**config.mk**
```make
export PLATFORM = sky130hd
export DESIGN_NAME = prf_freelist_ctrl
export DESIGN_NICKNAME = d
export VERILOG_FILES = /design/src/rtl/prf_freelist_ctrl.sv
export SDC_FILE = /design/constraint.sdc
export NUM_CORES = 1
export LEC_CHECK = 0
export ABC_AREA = 1
export CAP_MARGIN = 15
export CELL_PAD_IN_SITES_DETAIL_PLACEMENT = 1
export CELL_PAD_IN_SITES_GLOBAL_PLACEMENT = 2
export CORE_ASPECT_RATIO = 2
export CORE_MARGIN = 8
export CORE_UTILIZATION = 35
export CTS_CLUSTER_DIAMETER = 50
export DETAILED_ROUTE_END_ITERATION = 8
export HOLD_SLACK_MARGIN = 0.05
export PLACE_DENSITY_LB_ADDON = 0.08
export SYNTH_ARGS = -nofsm -noshare
export SYNTH_HDL_FRONTEND = slang
export SYNTH_SLANG_ARGS = --single-unit
```
**constraint.sdc**
```tcl
create_clock -name clk -period 9.9 [get_ports clk]
set_input_delay 1.98 -clock clk [delete_from_list [all_inputs] [get_ports clk]]
set_output_delay 1.98 -clock clk [all_outputs]
set_load 0.05 [all_outputs]
```
**src/rtl/prf_freelist_ctrl.sv**
```systemverilog
//------------------------------------------------------------------------------
// Module : prf_freelist_ctrl
// Brief  : Dual-port physical-register free list with speculative/committed heads.
// Rev    : 1.0 - initial release
//------------------------------------------------------------------------------
`default_nettype none

module prf_freelist_ctrl #(
  parameter int NPREG = 64,
  parameter int NARCH = 32,
  parameter int DEPTH = NPREG - NARCH,
  parameter int TAG_W = 6,
  parameter int PTR_W = 5
) (
  input  logic             clk,
  input  logic             rst,
  input  logic             stall_RNR,
  input  logic             recover,
  input  logic             rd1_en,
  input  logic             rd2_en,
  output logic [TAG_W-1:0] rd1p,
  output logic [TAG_W-1:0] rd2p,
  output logic             alloc_stall,
  input  logic             com1_alloc,
  input  logic             com2_alloc,
  input  logic             free1_en,
  input  logic [TAG_W-1:0] free1_tag,
  input  logic             free2_en,
  input  logic [TAG_W-1:0] free2_tag,
  output logic [PTR_W:0]   free_cnt,
  output logic             ovf_err
);

  localparam logic [PTR_W:0] c_ptr_one = (PTR_W+1)'(1);
  localparam logic [PTR_W:0] c_depth   = (PTR_W+1)'(DEPTH);

  logic [TAG_W-1:0] fifo_q [DEPTH];
  logic [PTR_W:0]   spec_head_q, spec_head_d;
  logic [PTR_W:0]   com_head_q, com_head_d;
  logic [PTR_W:0]   tail_q, tail_d;
  logic             ovf_q, ovf_d;

  logic [PTR_W:0]   need;
  logic [PTR_W:0]   spec_head_p1;
  logic [PTR_W:0]   tail_p1;
  logic [PTR_W:0]   room;
  logic             wr0, wr1;
  logic [TAG_W-1:0] wr0_tag;

  assign need         = (PTR_W+1)'(rd1_en) + (PTR_W+1)'(rd2_en);
  assign spec_head_p1 = spec_head_q + c_ptr_one;
  assign tail_p1      = tail_q + c_ptr_one;

  // Stall depends only on registered pointers, so commit never feeds rename combinationally.
  assign free_cnt    = tail_q - spec_head_q;
  assign alloc_stall = (need > free_cnt);

  assign rd1p = rd1_en ? fifo_q[spec_head_q[PTR_W-1:0]] : '0;
  assign rd2p = !rd2_en ? '0 :
                rd1_en  ? fifo_q[spec_head_p1[PTR_W-1:0]] : fifo_q[spec_head_q[PTR_W-1:0]];

  // Slots between com_head and tail stay reserved: a recover may hand them out again.
  assign room    = c_depth - (tail_q - com_head_q);
  assign wr0     = (free1_en || free2_en) && (room != '0);
  assign wr1     = free1_en && free2_en && (room > c_ptr_one);
  assign wr0_tag = free1_en ? free1_tag : free2_tag;

  always_comb begin
    com_head_d = com_head_q + (PTR_W+1)'(com1_alloc) + (PTR_W+1)'(com2_alloc);
    tail_d     = tail_q + (PTR_W+1)'(wr0) + (PTR_W+1)'(wr1);
    ovf_d      = ovf_q
               || ((free1_en || free2_en) && !wr0)
               || (free1_en && free2_en && !wr1);
    if (recover) begin
      spec_head_d = com_head_d;
    end else if (!stall_RNR && !alloc_stall) begin
      spec_head_d = spec_head_q + need;
    end else begin
      spec_head_d = spec_head_q;
    end
  end

  always_ff @(posedge clk or posedge rst) begin
    if (rst) begin
      for (int i = 0; i < DEPTH; i++) begin
        fifo_q[i] <= TAG_W'(NARCH + i);
      end
      spec_head_q <= '0;
      com_head_q  <= '0;
      tail_q      <= c_depth;
      ovf_q       <= 1'b0;
    end else begin
      if (wr0) begin
        fifo_q[tail_q[PTR_W-1:0]] <= wr0_tag;
      end
      if (wr1) begin
        fifo_q[tail_p1[PTR_W-1:0]] <= free2_tag;
      end
      spec_head_q <= spec_head_d;
      com_head_q  <= com_head_d;
      tail_q      <= tail_d;
      ovf_q       <= ovf_d;
    end
  end

  assign ovf_err = ovf_q;

endmodule

`default_nettype wire

```
# [Yosys cells after proc, flatten, opt, wreduce, memory -nomap -nowiden]
# Index checks and enable logic that the tools add are counted.
[totals] output_inout_bits=20 wordCells=96 n_memories=0 in_bits=22 latch_bits=0 rom_bits=0 ff_bits=211 ramBits=0
[classes] muxes=20 mul=0 n_reduce_logical=17 n_div=0 shifts=0 eq_ne=0 n_addsub=11 magnitude_cmp=8 n_bitwise=4
[op_table] op="bitwise mux 192 bit" n=2
[op_table] op="two-way mux 192 bit" n=2
[op_table] op="two-way mux 6 bit" n=12
[op_table] op="binary-select mux 6 bit (select 5 bit)" n=2
[op_table] op="demux 6 bit (select 5 bit)" n=2
[op_table] op="adder 6 x 1 -> 6 bit" n=4
[op_table] op=">= comparator 6 bit, second input constant" n=4
[op_table] op="inverter 5 -> 6 bit" n=4
[op_table] op="less-than comparator 6 x 1 -> 1 bit, second input constant" n=2
[op_table] op="subtractor 6 bit" n=2
[op_table] op="adder 5 x 1 -> 5 bit, second input constant" n=2
[op_table] op="logical AND 1 bit" n=8
[op_table] op="adder 6 x 2 -> 6 bit" n=1
[op_table] op="> comparator 2 x 6 -> 1 bit" n=1
[op_table] op="> comparator 6 x 1 -> 1 bit, second input constant" n=1
[op_table] op="nonzero test 6 bit" n=1
[op_table] op="subtractor 6 bit, first input constant" n=1
[op_table] op="zero test 1 bit" n=4
[op_table] op="logical OR 1 bit" n=3
[op_table] op="adder 1 x 1 -> 2 bit" n=1
[op_table] op="nonzero test 2 bit" n=1

# [Logic depth before layout (Yosys ltp)]
[depth] ltp_word=9 depth_mapped=21 mapped_depth_nobuf=18

# [Worst setup path before layout]
# Ideal clock, no wire load.
[synth_path] path_kind="input to output" startpoint="input port rd1_en" endpoint="output port alloc_stall" path_buffers=0 cell_stages=8 t_arrival_ps=3204 t_required_ps=7920 slack_ps=4716 path_cell_list="ha_1 inv_1 ha_1 nand2_1 o211ai_1 nor2_1 nand3b_1 inv_1"
[synth_via] elab_chain_len=2
[synth_rtl] item="start: declaration" line="19" rtl="input logic rd1_en,"
[synth_rtl] item="adder 1 x 1 -> 2 bit" line="50" rtl="assign need = (PTR_W+1)'(rd1_en) + (PTR_W+1)'(rd2_en);"
[synth_rtl] item="> comparator 2 x 6 -> 1 bit" line="56" rtl="assign alloc_stall = (need > free_cnt);"
[synth_rtl] item="end: declaration" line="23" rtl="output logic alloc_stall,"
# Every way passes these cells.

# [Final worst setup path]
[layout_path] startpoint="input port rd2_en" endpoint="output port alloc_stall"
[layout_via] elab_chain_len=2
[layout_rtl] item="start: declaration" line="20" rtl="input logic rd2_en,"
[layout_rtl] item="adder 1 x 1 -> 2 bit" line="50"
[layout_rtl] item="> comparator 2 x 6 -> 1 bit" line="56"
# Every way passes these cells.

==> results.cfg <==
[timing]
finalSetupTns_ps = 0
worstMarginPinSlew_ps = 1190
rsz0062_at_grt = false
slew_headroom_pct = 20.9
min_period_ps = 6810
drv_slew = 0
max_freq_mhz = 147
fin_crit_sh_pct = 68.8
setup_viol = 0
final_hold_viol_count = 0
fin_skew_ps = 27.8

[critical_path]
worst_ep_required_time_ps = 7920
reg2reg_depth = 15
cp-endpoint = alloc_stall
cp-start-kind = input pin
cp_max_fo = 7
cp-end-kind = output pin
r2r-start = tail_q[1]
r2r-end = tail_q[4]
arrival_ps = 4830
path_class = input pin to output pin
rrSetupSlack_ps = 5080
cp-startpoint = rd2_en

[route]
vias = 19300
via_per_inst = 5.88
wire_per_inst_um = 26.8
finalWirelength_um = 88000
ant_nets = 0
drt_iter0_drc = 1377
first_pass_iters = 5
route.detailed.drc = 0

[power_and_ir_drop]
p_leak_nw = 9.09
clkPwrFrac_pct = 15.8
p_int_w = 0.00342
ir_drop_mv = 0.260
seqPwrFrac_pct = 23.1
switching_power_w = 0.00429
swShare_pct = 55.6
combPwrFrac_pct = 61.1
powerDensity_nw_per_um2 = 409

[grt]
top_usage_layer = met2
overflow = 0
grt_first_pass_wirelength_um = 131000
gr-usage-met2_pct = 54.6
grtUsageTotal_pct = 31.3
grt_use_met1_pct = 34.2
grt_max_degree = 157
grt_pass1_vias = 20000
antenna_found_initial = 0
grt.met3_usage_pct = 3.48

[die]
start_util_pct = 35.3
ios = 42
dieArea_sq_um = 56400
die_w_um = 172
core_area_sq_um = 48200
fp.dieH_um = 328
fp-row-count = 114

[logic_synthesis]
synth_top_family_by_area = simple AND/OR/NAND/NOR gates
netlist_area_sq_um = 17000
synthAdderAreaFrac_pct = 2.20
synth-compound-area-share_pct = 14.1
async_flop_share_pct = 100
muxShareOfSynthArea_pct = 0
syn-num-nets = 2746
synth_area_per_cell_sq_um = 6.32
synth_xor_area_share_pct = 0.926
yosys_warnings = 0
ys_seq_area_share_pct = 31.8
synth_edf_count = 0
ys_types = 39
synth-main-ff-cell = dfstp_2
yosys.area_share.simple_pct = 40.1
ys_seq_elements = 211
synth_cells = 2697

[placement]
post-dp-hpwl_um = 59600
gp_congestion = 0.948
portBuffers = 41

[job]
max_cap_viol_count = 0

[finish]
syn2layout_area_growth_pct = 10.6
post-route-util_pct = 39.1
mostFrequentLayoutCell = nand2_1
fin_nets = 2672
antenna_cells = 0
drive_gt1_share_pct = 10.4
final_cell_mix = nand2_1 (755), nand3_1 (370), nor2_1 (246)

[cts]
ctsResizeCount = 0
numCtsBuffers = 34
clkTransAtPathRegs_ps = 60
cts_tree = done
cts_setup_buffers = 0
clk_latency_ps = 560
ctsLongestPathBuffers = 3
h-tree-depth = 2
clock-sinks = 211
hold_buffers = 0
cts_root_buf = clkbuf_16

[outcome]
status = complete, no violations

[min_path]
hold_class = flip-flop to flip-flop
==> stage by stage <==
| step | std cells | worst slack, ps | area [sq um] | power (W) | hold WS, ps |
|---|---|---|---|---|---|
| after floorplan | 2697 | 2340 | 17000 | 0.00475 | 493 |
| after global placement | 3225 | 3070 | 17800 | 0.00634 | 467 |
| after detailed placement | 3225 | 3080 | 17800 | 0.00644 | 472 |
| after CTS | 3286 | 3060 | 18800 | 0.00769 | 493 |
| after global routing | 3286 | 2970 | 18800 | 0.00822 | 539 |
| final | 3286 | 3090 | 18800 | 0.00771 | 496 |
==> metal layers <==
layer / vias to the layer above / wire (um)
met3: 293 / 3550
li1: 8769 / -
met1: 9616 / 32900
met5: - / 0
met4: 0 / 7430
met2: 643 / 44100
==> cells in the mapped netlist, types with 15 or more instances <==
cell | number | area (sq um)
nand4_1 | 130 | 813
nand3_1 | 371 | 1860
o21ai_0 | 219 | 1100
o21ai_1 | 15 | 75.1
nand2_1 | 755 | 2830
a21oi_1 | 125 | 626
o211ai_1 | 77 | 578
inv_1 | 239 | 897
buf_2 | 54 | 270
xor2_1 | 15 | 131
inv_2 | 20 | 75.1
buf_1 | 27 | 101
dfstp_2 | 113 | 2970
clkbuf_1 | 89 | 334
dfrtp_1 | 98 | 2450
nor2_1 | 246 | 923
ha_1 | 22 | 275
==> worst max-delay path, cell delays in order <==
cell             delay, ps
clkdlybuf4s50_1        760
ha_1                   500
inv_1                   60
ha_1                   270
nand2_1                 60
o211ai_1               110
nor2_1                 130
nand3b_1               100
inv_1                   60
clkdlybuf4s50_1        790
==> sequential cells by signal, summed over array words and instances, names as in the netlist <==
name	cells
com_head_q	6
spec_head_q	6
ovf_err	1
tail_q	6
fifo_q	192
==> logic make-up after synthesis <==
kind of cell,count (synthesis)
AOI/OAI and AO/OA,439
and+or+nand+nor,1544
xor gates and xnor gates,18
buffers and inverters,458
adders and majority gates,27
DFF,211
==> worst min path at each step <==
stage | from | end | depth (start not counted)
2_1_floorplan | com_head_q[4] | com_head_q[4] | 1
3_3_place_gp | ovf_err | ovf_err | 2
3_5_place_dp | ovf_err | ovf_err | 2
4_1_cts | ovf_err | ovf_err | 2
5_1_grt | ovf_err | ovf_err | 2
6_report | ovf_err | ovf_err | 2
==> power groups by stage <==
| stage | registers (W) | logic [W] | clock network [W] |
|---|---|---|---|
| finish | 0.00178 | 0.00471 | 0.00122 |
| global route | 0.00182 | 0.00514 | 0.00126 |
| CTS | 0.00178 | 0.00467 | 0.00124 |
| detailed placement | 0.00179 | 0.00466 | 0 |
| global placement | 0.00178 | 0.00457 | 0 |
| floorplan | 0.00156 | 0.00320 | 0 |
==> final cells by class <==
| class | count | area (sq um) |
|---|---|---|
| sequential | 211 | 5430 |
| clock buffer | 39 | 911 |
| multi-input combinational | 2028 | 9800 |
| fill | 6425 | 29400 |
| inverter | 277 | 1060 |
| clock inverter | 22 | 178 |
| tap | 638 | 798 |
| timing repair buffer | 71 | 668 |
Power figures use the tool's default switching activity.
